File: config.mk
export PLATFORM = sky130hd
export DESIGN_NAME = prio_enc_rr_reg
export DESIGN_NICKNAME = d
export VERILOG_FILES = /design/src/rtl/prio_enc_pkg.sv /design/src/rtl/prio_rr_search.sv /design/src/rtl/prio_enc_rr_reg.sv
export SDC_FILE = /design/constraint.sdc
export NUM_CORES = 1
export LEC_CHECK = 0
export CORE_AREA = 8 8 45 47
export DETAILED_ROUTE_END_ITERATION = 10
export DIE_AREA = 0 0 53 55
export PLACE_DENSITY = 0.73
export SLEW_MARGIN = 20
export SYNTH_ARGS = -nofsm -noshare
export SYNTH_HDL_FRONTEND = slang
export SYNTH_SLANG_ARGS = --single-unit
export TNS_END_PERCENT = 10
File: constraint.sdc
create_clock -name clk -period 2.6 [get_ports clk]
set_input_delay 0.39 -clock clk [delete_from_list [all_inputs] [get_ports clk]]
set_output_delay 0.39 -clock clk [all_outputs]
set_load 0.01 [all_outputs]
File: src/rtl/prio_enc_pkg.sv
// -----------------------------------------------------------------------------
// prio_enc_pkg
//   Shared definitions for the registered priority / round-robin encoder.
//   - MODE_FIXED / MODE_RR : encodings of the rr_mode input
//   - MAX_N                : widest request vector the encoder supports
//   - popcount_gt1()       : true when more than one bit of a vector is set
// -----------------------------------------------------------------------------
package prio_enc_pkg;

  localparam logic MODE_FIXED = 1'b0;
  localparam logic MODE_RR    = 1'b1;

  localparam int MAX_N = 64;

  // Clearing the lowest set bit leaves something behind only if at least two
  // bits were set, so no adder tree is needed.
  function automatic logic popcount_gt1(input logic [MAX_N-1:0] v);
    return (v & (v - 64'd1)) != '0;
  endfunction

endpackage

File: src/rtl/prio_rr_search.sv
// -----------------------------------------------------------------------------
// prio_rr_search
//   Combinational downward priority search with wrap-around.
//   The search starts at index 'start', moves toward 0, then wraps to N-1.
//   The first set request bit encountered is the winner.
//
// Ports:
//   req    [N-1:0] in   request vector, bit i requests index i
//   start  [W-1:0] in   first index examined (must be < N)
//   winner [W-1:0] out  selected index (0 when nothing is requested)
//   found          out  at least one request bit is set
// -----------------------------------------------------------------------------
module prio_rr_search
  import prio_enc_pkg::*;
#(
  parameter  int N = 8,
  localparam int W = $clog2(N)
) (
  input  logic [N-1:0] req,
  input  logic [W-1:0] start,
  output logic [W-1:0] winner,
  output logic         found
);

  logic [W-1:0] lo_win;
  logic [W-1:0] hi_win;
  logic         lo_found;

  // The downward search with wrap reduces to: the highest set bit at or
  // below 'start' if one exists, otherwise the highest set bit overall
  // (which then necessarily sits above 'start', i.e. after the wrap).
  always_comb begin
    lo_win   = '0;
    hi_win   = '0;
    lo_found = 1'b0;
    found    = 1'b0;
    for (int i = 0; i < N; i++) begin
      if (req[i]) begin
        found  = 1'b1;
        hi_win = W'(i);
        if (i <= int'(start)) begin
          lo_found = 1'b1;
          lo_win   = W'(i);
        end
      end
    end
    winner = lo_found ? lo_win : hi_win;
  end

endmodule

File: src/rtl/prio_enc_rr_reg.sv
// -----------------------------------------------------------------------------
// prio_enc_rr_reg
//   Registered N-input priority encoder with fixed (MSB highest) or
//   round-robin arbitration and a one-deep valid/ready output register.
//
// Ports:
//   clk               in   rising-edge clock
//   rst               in   synchronous active-high reset
//   en                in   encode enable; no capture when low
//   rr_mode           in   0 = fixed priority, 1 = round-robin
//   req       [N-1:0] in   request vector
//   out_ready         in   consumer accepts the current result
//   out_valid         out  out_idx holds a valid result
//   out_idx   [W-1:0] out  winning index
//   out_multi         out  more than one request was set at capture
//   out_grant [N-1:0] out  one-hot of out_idx (only with PRIO_ENC_ONEHOT_EN)
//
// Build option:
//   PRIO_ENC_ONEHOT_EN  adds the registered one-hot out_grant port.
// -----------------------------------------------------------------------------
module prio_enc_rr_reg
  import prio_enc_pkg::*;
#(
  parameter  int N = 8,
  localparam int W = $clog2(N)
) (
  input  logic         clk,
  input  logic         rst,
  input  logic         en,
  input  logic         rr_mode,
  input  logic [N-1:0] req,
  input  logic         out_ready,
  output logic         out_valid,
  output logic [W-1:0] out_idx,
  output logic         out_multi
`ifdef PRIO_ENC_ONEHOT_EN
  ,
  output logic [N-1:0] out_grant
`endif
);

  logic [W-1:0] ptr;
  logic [W-1:0] start_rr;
  logic [W-1:0] start;
  logic [W-1:0] winner;
  logic         found;
  logic         multi;
  logic         cap;

  logic         vld_p1;
  logic [W-1:0] idx_p1;
  logic         multi_p1;

  // ptr is the last grant and gets lowest priority, so the search starts one
  // below it. Wrapping targets N-1 explicitly so non-power-of-two N never
  // yields an index outside the request vector.
  assign start_rr = (ptr == '0) ? W'(N - 1) : ptr - W'(1);
  assign start    = (rr_mode == MODE_RR) ? start_rr : W'(N - 1);

  prio_rr_search #(.N(N)) u_search (
    .req    (req),
    .start  (start),
    .winner (winner),
    .found  (found)
  );

  assign multi = popcount_gt1(MAX_N'(req));

  // A new result may load when the register is empty or being drained.
  assign cap = en && found && (!vld_p1 || out_ready);

  // ---- stage p1: output register ----
  always_ff @(posedge clk) begin
    if (rst) begin
      vld_p1   <= 1'b0;
      idx_p1   <= '0;
      multi_p1 <= 1'b0;
      ptr      <= '0;
    end else if (cap) begin
      vld_p1   <= 1'b1;
      idx_p1   <= winner;
      multi_p1 <= multi;
      ptr      <= winner;
    end else if (out_ready) begin
      vld_p1   <= 1'b0;
    end
  end

`ifdef PRIO_ENC_ONEHOT_EN
  logic [N-1:0] grant_p1;

  always_ff @(posedge clk) begin
    if (rst) begin
      grant_p1 <= '0;
    end else if (cap) begin
      grant_p1 <= N'(1) << winner;
    end
  end

  assign out_grant = grant_p1;
`endif

  assign out_valid = vld_p1;
  assign out_idx   = idx_p1;
  assign out_multi = multi_p1;

endmodule

==> impl_metrics.env <==
export IMPL_status="complete, no violations"
export IMPL_gr_usage_met3_pct=2.94
export IMPL_drt_pass1_iterations=4
export IMPL_ys_seq_area_share_pct=18.2
export IMPL_tns_ps=0
export IMPL_synth_simple_area_share_pct=32.3
export IMPL_cts_buffers=3
export IMPL_critPathMostFrequentCell="ha_1"
export IMPL_placed_area_um2=714
export IMPL_wl_per_cell_um=13.5
export IMPL_use_met2_pct=16.6
export IMPL_synth_cell_types=33
export IMPL_peakVddDrop_uv=210
export IMPL_hpwlAfterDp_um=1220
export IMPL_die_x_um=53
export IMPL_synthFlopType="dfxtp_1"
export IMPL_cp_max_fo=8
export IMPL_min_path_cells=2
export IMPL_clockBufferDepth=2
export IMPL_wl_um=1490
export IMPL_synth_area_um2=551
export IMPL_rsz0062_at_grt="false"
export IMPL_core_area_um2=1380
export IMPL_criticalPathCategory="reg2reg"
export IMPL_p_per_area_nw_per_um2=431
export IMPL_finalHoldViolCount=0
export IMPL_cts_tree="yes"
export IMPL_max_freq_ghz=0.414
export IMPL_yosysTopAreaCellShare_pct=18.2
export IMPL_clock_latency_ps=250
export IMPL_top_level_ports=18
export IMPL_yosysMostFrequentCell="nor2_1"
export IMPL_fin_skew_ps=4.35
export IMPL_synth_top_family_by_area="compound AO/OA/AOI/OAI gates"
export IMPL_synth_avg_cell_area_um2=7.24
export IMPL_diodes=0
export IMPL_grt_pass1_vias=570
export IMPL_async_flop_share_pct=0
export IMPL_clkSinkCount=5
export IMPL_slew_violations=0
export IMPL_worstHoldPathType="reg2reg"
export IMPL_nets=110
export IMPL_synth_area_top_cells="dfxtp_1 (18%), nor2_1 (6.1%), a21oi_1 (5.5%), nand2_1 (5.5%), a311oi_1 (4.8%)"
export IMPL_fillCellCount=133
export IMPL_htree_levels=1
export IMPL_gp_congestion=0.795
export IMPL_port_buffers=17
export IMPL_fin_crit_sh_pct=92.9
export IMPL_syn_num_nets=91
export IMPL_ctsHoldBuffers=0
export IMPL_num_vias=646
export IMPL_synth_edf_count=0
export IMPL_cts_resized=0
export IMPL_grt_usage_pct=10.6
export IMPL_worstPathRequired_ps=2750
export IMPL_relSlewSlack_pct=74.4
export IMPL_synthAdderAreaFrac_pct=6.36
export IMPL_r2r_cells=8
export IMPL_grt_max_degree=10
export IMPL_first_iter_violations=11
export IMPL_num_rows=14
export IMPL_cts_setup_buffers=0
export IMPL_cp_top_family="compound AO/OA/AOI/OAI gates"
export IMPL_antenna_found_initial=0
export IMPL_setup_viol=0
export IMPL_drc=0
export IMPL_post_route_min_period_ps=2410
export IMPL_grt_pass1_wl_um=2440
export IMPL_synth_common_cells="nor2_1 (9), nand2_1 (8), a21oi_1 (6)"
export IMPL_netlist_instances=76
export IMPL_cp_depth=8
export IMPL_ys_warn_count=0
export IMPL_busiest_layer="met2"
export IMPL_ys_ff_latch=5
export IMPL_endpoint_kind="flip-flop"
export IMPL_worst_ep_arrival_time_ps=2570
export IMPL_synthXorXnorAreaFrac_pct=0
export IMPL_path_clk_slew_ps=50
export IMPL_start_util_pct=39.8
export IMPL_p_leak_nw=0.270
export IMPL_die_y_um=55
export IMPL_crit_chain="inv_1 -> ha_1 -> ha_1 -> and4b_1 -> a2111oi_0 -> a31oi_1 -> a32o_1 -> a311oi_2"
export IMPL_postLayoutCellArea_um2=741
export IMPL_slowest_delay_ps=450
export IMPL_drive_gt1_share_pct=7.45
export IMPL_synth_mux_area_share_pct=0
export IMPL_synth_compound_area_share_pct=35.0
export IMPL_grt_use_met1_pct=13.5
export IMPL_yosysTopAreaCell="dfxtp_1"
export IMPL_ant_nets=0
export IMPL_syn_to_final_growth_pct=34.5
export IMPL_slowest_stage="dfxtp_1"
export IMPL_cap_violations=0
export IMPL_crit_buf_inv=1
export IMPL_startpoint_type="flip-flop"
export IMPL_power_total_mw=0.320
export IMPL_avgViaCountPerCell=5.87
export IMPL_cts_root_buf="clkbuf_4"
export IMPL_die_area_um2=2920
export IMPL_tightestPinTransition_ps=375
export IMPL_overflow=0
metrics by stage:
stage	utilization, %	cells	worst slack, ps	hold slack, ps
CTS	53.5	110	192	513
detailed placement	51.6	106	189	507
global route	53.5	110	75.4	538
global placement	51.6	106	314	493
floorplan	-	76	366	458
finish	53.5	110	185	507
cell families after synthesis:
group / Yosys count
and+or+nand+nor: 33
DFF: 5
adders and majority gates: 3
buffers and inverters: 8
AOI/OAI and AO/OA: 27
power by group:
| part | internal, mW | switching, mW |
|---|---|---|
| registers | 0.0842 | 0.00650 |
| clock network | 0.0582 | 0.0347 |
| logic | 0.0674 | 0.0686 |
final timing paths:
| kind | slack, ps | end | startpoint |
|---|---|---|---|
| max | 190 | out_idx[0] | out_idx[0] |
| min | 510 | out_multi | out_multi |
| max reg2reg | 190 | out_idx[0] | out_idx[0] |
| min reg2reg | 510 | out_multi | out_multi |
registers in the layout, summed over array words and instances (netlist names):
register	flops
out_multi	1
out_valid	1
out_idx	3
layout make-up:
cell class / instances / area, um2 / area share, %
clock buffer: 4 / 26.3 / 3.55
inverter: 5 / 18.8 / 2.53
multi-input combinational: 63 / 405 / 54.7
sequential: 5 / 100 / 13.5
tap: 16 / 20.0 / 2.70
timing repair buffer: 17 / 170 / 23.0
worst register-to-register path, cell delays in order, from the launching register on:
cell	delay, ps
dfxtp_1	450
inv_1	100
ha_1	210
ha_1	340
and4b_1	260
a2111oi_0	400
a31oi_1	70
a32o_1	290
a311oi_2	200
per-layer routing:
metal,wire length (um),part of all wire [%]
met1,679,46
met3,83,5.6
met5,0,0
met2,711,48
met4,14,0.94
placed cells by master, fill, tap and decap left out, types with 2 or more instances in the layout:
cell | Yosys | routed
clkdlybuf4s50_1 | 0 | 17
nor2_1 | 9 | 9
nand2_1 | 8 | 8
a21oi_1 | 6 | 6
inv_1 | 5 | 5
o21ai_0 | 5 | 5
dfxtp_1 | 5 | 5
a311oi_1 | 3 | 3
clkbuf_4 | 0 | 3
nand2b_1 | 2 | 2
nand3_1 | 2 | 2
and4b_1 | 2 | 2
nor3_1 | 2 | 2
nor2b_1 | 2 | 2
or2_1 | 2 | 2
or3_1 | 2 | 2
ha_1 | 2 | 2
(Power assumes the default switching activity.)
